File: config.mk
export PLATFORM = sky130hd
export DESIGN_NAME = filt_csr_flat
export DESIGN_NICKNAME = d
export VERILOG_FILES = /design/src/rtl/filt_csr_if.sv /design/src/rtl/filt_csr.sv /design/src/flat_wrapper.sv
export SDC_FILE = /design/constraint.sdc
export NUM_CORES = 1
export LEC_CHECK = 0
export ABC_AREA = 1
export BUFFER_PORTS_ARGS = -buffer_cell sky130_fd_sc_hd__buf_2
export CAP_MARGIN = 5
export CORE_ASPECT_RATIO = 0.5
export CORE_UTILIZATION = 50
export DETAILED_ROUTE_END_ITERATION = 10
export PLACE_DENSITY = 0.69
export SKIP_CTS_REPAIR_TIMING = 1
export SYNTH_ARGS = -nofsm -noshare
export SYNTH_HDL_FRONTEND = slang
export SYNTH_SLANG_ARGS = --single-unit
File: constraint.sdc
create_clock -name clk -period 4.71 [get_ports clk]
set_clock_uncertainty 0.1 [all_clocks]
set_input_delay 0.7065 -clock clk [delete_from_list [all_inputs] [get_ports clk]]
set_output_delay 0.7065 -clock clk [all_outputs]
set_load 0.05 [all_outputs]
File: src/rtl/filt_csr_if.sv
// Register bus between a CSR master and the filter control/status block.
// A master holds req with stable wr_en/addr/wr_data until the one-cycle ack.
interface filt_csr_if #(
    parameter int DW = 8
);
    logic          req;
    logic          wr_en;
    logic [7:0]    addr;
    logic [DW-1:0] wr_data;
    logic          ack;
    logic [DW-1:0] rd_data;
    logic          err;

    modport master (output req, wr_en, addr, wr_data, input ack, rd_data, err);
    modport slave  (input req, wr_en, addr, wr_data, output ack, rd_data, err);
endinterface

File: src/rtl/filt_csr.sv
// Filter control/status registers: shadow/active coefficient, divider and ratio
// settings committed on a sample boundary, ADC snapshot and saturation status.
module filt_csr #(
    parameter int         DW       = 8,
    parameter int         NUM_COEF = 3,
    parameter int         RW       = 2,
    parameter logic [7:0] CHIP_ID  = 8'hA5
) (
    input  logic                   clk,
    input  logic                   rst_n,
    filt_csr_if.slave              bus,
    input  logic signed [DW-1:0]   I_adc_data,
    input  logic                   I_adc_valid,
    input  logic                   I_sample_tick,
    input  logic                   I_sat_evt,
    output logic [NUM_COEF*DW-1:0] O_coef,
    output logic [DW-1:0]          O_coef_div,
    output logic [RW-1:0]          O_decimation_ratio,
    output logic                   O_conv_en,
    output logic                   O_commit_pending
);
    typedef logic signed [DW-1:0] word_t;
    localparam logic [DW-1:0] ID_EXT = DW'(CHIP_ID);

    word_t          coef_sh_q  [NUM_COEF];
    word_t          coef_sh_d  [NUM_COEF];
    word_t          coef_act_q [NUM_COEF];
    word_t          coef_act_d [NUM_COEF];
    word_t          div_sh_q, div_sh_d, div_act_q, div_act_d;
    logic [RW-1:0]  ratio_sh_q, ratio_sh_d, ratio_act_q, ratio_act_d;
    logic           conv_en_q, conv_en_d, pending_q, pending_d;
    logic           sat_sticky_q, sat_sticky_d;
    logic [DW-1:0]  sat_cnt_q, sat_cnt_d;
    word_t          adc_snap_q, adc_snap_d;
    logic           ack_q, ack_d, err_q, err_d;
    logic [DW-1:0]  rd_q, rd_d;

    logic          accept, hit, ro, err_v, wr_ok, commit_req, w1c, cnt_clr, do_commit;
    logic [DW-1:0] rd_v;

    always_comb begin
        coef_sh_d    = coef_sh_q;
        coef_act_d   = coef_act_q;
        div_sh_d     = div_sh_q;
        div_act_d    = div_act_q;
        ratio_sh_d   = ratio_sh_q;
        ratio_act_d  = ratio_act_q;
        conv_en_d    = conv_en_q;
        pending_d    = pending_q;
        rd_d         = rd_q;
        err_d        = err_q;
        adc_snap_d   = I_adc_valid ? I_adc_data : adc_snap_q;
        commit_req   = 1'b0;
        w1c          = 1'b0;
        cnt_clr      = 1'b0;
        hit          = 1'b0;
        ro           = 1'b0;
        rd_v         = '0;

        // Accept only while no ack is outstanding, giving two cycles per transaction.
        accept = bus.req & ~ack_q;
        ack_d  = accept;

        for (int k = 0; k < NUM_COEF; k++) begin
            if (bus.addr == 8'(k)) begin
                hit  = 1'b1;
                rd_v = coef_sh_q[k];
            end
        end
        case (bus.addr)
            8'h10: begin hit = 1'b1; rd_v = div_sh_q; end
            8'h11: begin hit = 1'b1; rd_v = DW'(ratio_sh_q); end
            8'h12: begin hit = 1'b1; ro = 1'b1; rd_v = ID_EXT; end
            8'h13: begin hit = 1'b1; rd_v = DW'(conv_en_q); end
            8'h14: begin hit = 1'b1; rd_v = DW'({sat_sticky_q, pending_q}); end
            8'h15: begin hit = 1'b1; ro = 1'b1; rd_v = adc_snap_q; end
            8'h16: begin hit = 1'b1; rd_v = sat_cnt_q; end
            default: ;
        endcase

        err_v = ~hit | (bus.wr_en & ro);
        wr_ok = accept & bus.wr_en & ~err_v;
        if (accept) begin
            rd_d  = err_v ? '0 : rd_v;
            err_d = err_v;
        end

        if (wr_ok) begin
            for (int k = 0; k < NUM_COEF; k++) begin
                if (bus.addr == 8'(k)) coef_sh_d[k] = bus.wr_data;
            end
            case (bus.addr)
                8'h10: div_sh_d = bus.wr_data;
                8'h11: ratio_sh_d = bus.wr_data[RW-1:0];
                8'h13: begin conv_en_d = bus.wr_data[0]; commit_req = bus.wr_data[1]; end
                8'h14: w1c = bus.wr_data[1];
                8'h16: cnt_clr = 1'b1;
                default: ;
            endcase
        end

        // Pending is only set at the write edge, so a tick in that same cycle never commits.
        do_commit = pending_q & (I_sample_tick | ~conv_en_q);
        if (do_commit) begin
            coef_act_d  = coef_sh_q;
            div_act_d   = div_sh_q;
            ratio_act_d = ratio_sh_q;
            pending_d   = 1'b0;
        end else if (commit_req) begin
            pending_d = 1'b1;
        end

        sat_sticky_d = I_sat_evt | (sat_sticky_q & ~w1c);
        sat_cnt_d    = sat_cnt_q;
        if (cnt_clr)                          sat_cnt_d = DW'(I_sat_evt);
        else if (I_sat_evt && sat_cnt_q != '1) sat_cnt_d = sat_cnt_q + 1'b1;
    end

    always_ff @(posedge clk or negedge rst_n) begin
        if (!rst_n) begin
            for (int k = 0; k < NUM_COEF; k++) begin
                coef_sh_q[k]  <= (k == 0) ? word_t'(1) : '0;
                coef_act_q[k] <= (k == 0) ? word_t'(1) : '0;
            end
            div_sh_q     <= '0;
            div_act_q    <= '0;
            ratio_sh_q   <= RW'(1);
            ratio_act_q  <= RW'(1);
            conv_en_q    <= 1'b0;
            pending_q    <= 1'b0;
            sat_sticky_q <= 1'b0;
            sat_cnt_q    <= '0;
            adc_snap_q   <= '0;
            ack_q        <= 1'b0;
            err_q        <= 1'b0;
            rd_q         <= '0;
        end else begin
            coef_sh_q    <= coef_sh_d;
            coef_act_q   <= coef_act_d;
            div_sh_q     <= div_sh_d;
            div_act_q    <= div_act_d;
            ratio_sh_q   <= ratio_sh_d;
            ratio_act_q  <= ratio_act_d;
            conv_en_q    <= conv_en_d;
            pending_q    <= pending_d;
            sat_sticky_q <= sat_sticky_d;
            sat_cnt_q    <= sat_cnt_d;
            adc_snap_q   <= adc_snap_d;
            ack_q        <= ack_d;
            err_q        <= err_d;
            rd_q         <= rd_d;
        end
    end

    always_comb begin
        O_coef = '0;
        for (int k = 0; k < NUM_COEF; k++) O_coef[k*DW +: DW] = coef_act_q[k];
    end

    assign O_coef_div         = div_act_q;
    assign O_decimation_ratio = ratio_act_q;
    assign O_conv_en          = conv_en_q;
    assign O_commit_pending   = pending_q;
    assign bus.ack            = ack_q;
    assign bus.rd_data        = rd_q;
    assign bus.err            = err_q;
endmodule

File: src/flat_wrapper.sv
// flat-port wrapper written by rule: the top's interface ports become plain ports
module filt_csr_flat 
#(
    parameter int         DW       = 8,
    parameter int         NUM_COEF = 3,
    parameter int         RW       = 2,
    parameter logic [7:0] CHIP_ID  = 8'hA5
)
  (clk, rst_n, I_adc_data, I_adc_valid, I_sample_tick, I_sat_evt, O_coef, O_coef_div, O_decimation_ratio, O_conv_en, O_commit_pending, bus_req, bus_wr_en, bus_addr, bus_wr_data, bus_ack, bus_rd_data, bus_err);
  filt_csr_if #(.DW(DW)) bus_i ();
  input  logic clk;
  input  logic rst_n;
  input  logic signed [DW-1:0] I_adc_data;
  input  logic I_adc_valid;
  input  logic I_sample_tick;
  input  logic I_sat_evt;
  output logic [NUM_COEF*DW-1:0] O_coef;
  output logic [DW-1:0] O_coef_div;
  output logic [RW-1:0] O_decimation_ratio;
  output logic O_conv_en;
  output logic O_commit_pending;
  input wire logic [$bits(bus_i.req)-1:0] bus_req;
  input wire logic [$bits(bus_i.wr_en)-1:0] bus_wr_en;
  input wire logic [$bits(bus_i.addr)-1:0] bus_addr;
  input wire logic [$bits(bus_i.wr_data)-1:0] bus_wr_data;
  output wire logic [$bits(bus_i.ack)-1:0] bus_ack;
  output wire logic [$bits(bus_i.rd_data)-1:0] bus_rd_data;
  output wire logic [$bits(bus_i.err)-1:0] bus_err;
  assign bus_i.req = bus_req;
  assign bus_i.wr_en = bus_wr_en;
  assign bus_i.addr = bus_addr;
  assign bus_i.wr_data = bus_wr_data;
  assign bus_ack = bus_i.ack;
  assign bus_rd_data = bus_i.rd_data;
  assign bus_err = bus_i.err;
  filt_csr #(.DW(DW), .NUM_COEF(NUM_COEF), .RW(RW), .CHIP_ID(CHIP_ID)) u_core (.clk(clk), .rst_n(rst_n), .bus(bus_i), .I_adc_data(I_adc_data), .I_adc_valid(I_adc_valid), .I_sample_tick(I_sample_tick), .I_sat_evt(I_sat_evt), .O_coef(O_coef), .O_coef_div(O_coef_div), .O_decimation_ratio(O_decimation_ratio), .O_conv_en(O_conv_en), .O_commit_pending(O_commit_pending));
endmodule
==> impl_metrics.ini <==
[worst_setup_path]
setup.worst_path.end_class = flip-flop
cp-start-kind = input pin
worst_ep_required_time_ns = 4.84
crit_chain = buf_2 -> inv_1 -> a21oi_2 -> buf_4 -> clkinv_1 -> o21ai_0
ff2ff_path_depth = 5
arrival_ns = 2.62
slowest_stage = clkinv_1
cp.depth = 6
worst-path-max-fanout = 44
crit_buf_inv = 4
crit_family = buffers and inverters
slowest_delay_ns = 0.90
path_class = in2reg

[cells_and_area]
n_fill_cell = 793
area_growth_pct = 17.3
regArea_um2 = 2430
design_area_um2 = 5460
antenna_cells = 0
drive_gt1_share_pct = 21.9
layout.nets = 688
multi_input_area_um2 = 2010

[synth]
synth_seq_cells = 97
synth-main-ff-cell = dfrtp_1
syn-instance-count = 576
synthTopCellsByArea = dfrtp_1 50%, nand2_1 21%, nand3_1 4.3%, inv_1 3.2%, o21ai_0 2.4%
syn_avg_cell_area_um2 = 8.09
synth_async_sr_flop_share_pct = 100
synth_area_um2 = 4660
yosys.area.top_type = dfrtp_1
synth_edf_count = 0
yosysWarnings = 0
synthesis.nets = 608
ys_seq_area_share_pct = 52.2
synth.top_cell.area_share_pct = 50.0
synth.distinct_cells = 34

[global_routing]
grt_pass1_vias = 3728
use_met3_pct = 8.64
grt_max_degree = 67
grt-ovfl-total = 0
busiest_layer = met2
track_usage_pct = 25.1
met2_usage_pct = 37.6
met1_usage_pct = 35.0
antenna_found_initial = 0
grt_pass1_wl_um = 18600

[routing]
vias = 3929
antenna_left = 0
drt_wl_total_um = 11300
avgViaCountPerCell = 5.05
avgRoutedWirePerCell_um = 14.5
drt-initial-drc-count = 281
dr.pass1.iters = 8
drc = 8

[floorplan]
rows = 24
initial_core_util_pct = 52.6
fp.dieH_um = 70.3
die-width_um = 139
dieArea_um2 = 9730
core-area_um2 = 8860
pin_count = 77

[clock_network]
cts_tree = done
clk_pin_slew_ns = 0.07
clkLatencyLatePin_ns = 0.35
htree_levels = 3
ctsRootBufferMaster = clkbuf_16
cts_num_sinks = 97
clk_path_buf_depth = 2
numCtsBuffers = 9

[placed_design]
port_buffers = 76
hpwl_um = 8200
dp_worst_setup_slack_ns = 1.83
place_area_um2 = 5170
gp_congestion = 0.900

[timing]
relSlewSlack_pct = 28.5
setup_slack_ns = 2.22
period_minus_slack_ns = 2.49
timing.fmax_ghz = 0.401
setup_tns_ns = 0
rsz0062_at_grt = false
slew_violations = 0
finalCritPeriodShare_pct = 52.9
hold_slack_ns = 0.342
tightest_slew_ns = 1.07
finalHoldViolations = 0
finalSetupViolCount = 0

[run_status]
status = finished, violations left
violations = DRC

[power_and_ir_drop]
finalPower_mw = 1.83
powerDensity_nw_per_um2 = 336
p_leak_nw = 2.97
ir_drop_mv = 0.213

[min_path]
hold_class = in2async

[flow_run]
max_cap_violations = 0
[metrics by stage]
step                utilization (%)  instances
detailed placement             58.3        762
CTS                            61.7        778
finish                         61.7        778
floorplan                         -        576
global route                   61.7        778
global placement               58.3        762
[final timing paths]
check,from,end,slack (ns)
max in group asynchronous,rst_n,u_core.O_coef[0],3.18
hold reg to reg,u_core.bus.ack,u_core.bus.ack,0.36
setup reg to reg,u_core.O_commit_pending,u_core.O_coef_div[1],2.22
min in group clk,u_core.bus.ack,u_core.bus.ack,0.36
hold / removal,rst_n,u_core.adc_snap_q[7],0.34
setup / recovery,I_sample_tick,u_core.O_coef_div[1],2.22
[power breakdown]
part           total [mW]  switching, mW  internal, mW
clock               0.742          0.325         0.417
combinational       0.177          0.115        0.0624
sequential          0.915         0.0421         0.873
total                1.83          0.482          1.35
[per-layer routing]
| metal | up-vias | share of wire [%] |
|---|---|---|
| met5 | - | 0 |
| met4 | 0 | 0.98 |
| met3 | 15 | 7.0 |
| met2 | 110 | 43 |
| met1 | 1820 | 49 |
| li1 | 1984 | - |
[registers in the layout, indices dropped and copies added, names as in the netlist, 8 cells and up]
name and flops:
u_core.sat_cnt_q 8, u_core.div_sh_q 8, u_core.coef_sh_q 24, u_core.O_coef_div 8
u_core.O_coef 24, u_core.bus.rd_data 8, u_core.adc_snap_q 8
[kinds of logic after synthesis]
kind of cell    after synthesis  share of synthesized area, %
compound gates               39                          5.00
xor+xnor                      1                         0.188
fa+ha+maj                     1                         0.269
buf+inv                      58                          4.73
flops                        97                          52.2
mux                           6                          1.45
simple gates                374                          36.2
[Yosys cell counts, types with 2 or more instances]
| library cell | number |
|---|---|
| nand2_1 | 265 |
| inv_1 | 40 |
| o211ai_1 | 3 |
| nor2_4 | 9 |
| clkbuf_1 | 7 |
| dfrtp_1 | 93 |
| nand4_1 | 7 |
| nor2_8 | 2 |
| nand2_2 | 7 |
| o21bai_1 | 2 |
| nor3_1 | 2 |
| nand3_2 | 5 |
| a21oi_1 | 2 |
| o21ai_1 | 6 |
| buf_2 | 2 |
| dfstp_2 | 4 |
| nand3_1 | 40 |
| inv_2 | 8 |
| mux2_2 | 6 |
| nor2_2 | 6 |
| nand3_4 | 2 |
| o21ai_0 | 22 |
| nor2_1 | 25 |
[worst reg2reg max path: cells and delay by family (launching register included)]
kind,cells,cell delay [ns]
buf+inv,3,1.28
compound gates,2,0.60
flops,1,0.39
[cell type report]
type,count,share of cell area [%]
clock inverter,5,1.17
multi-input combinational,421,36.7
timing repair buffer,78,7.28
inverter,49,3.37
sequential,97,44.5
tap,117,2.68
clock buffer,11,4.26
[layout by cell type (no fill, tap or decap), types with 5 or more instances in the layout]
| cell type | n |
|---|---|
| nand2_1 | 265 |
| nand4_1 | 7 |
| o21ai_0 | 22 |
| dfrtp_1 | 93 |
| nor2_4 | 9 |
| nand3_1 | 40 |
| inv_2 | 8 |
| nor2_2 | 6 |
| nand3_2 | 5 |
| buf_2 | 75 |
| inv_1 | 40 |
| nor2_1 | 25 |
| mux2_2 | 6 |
| clkbuf_16 | 9 |
| o21ai_1 | 6 |
| nand2_2 | 7 |
Note: power is estimated with default switching activity, not from simulation.
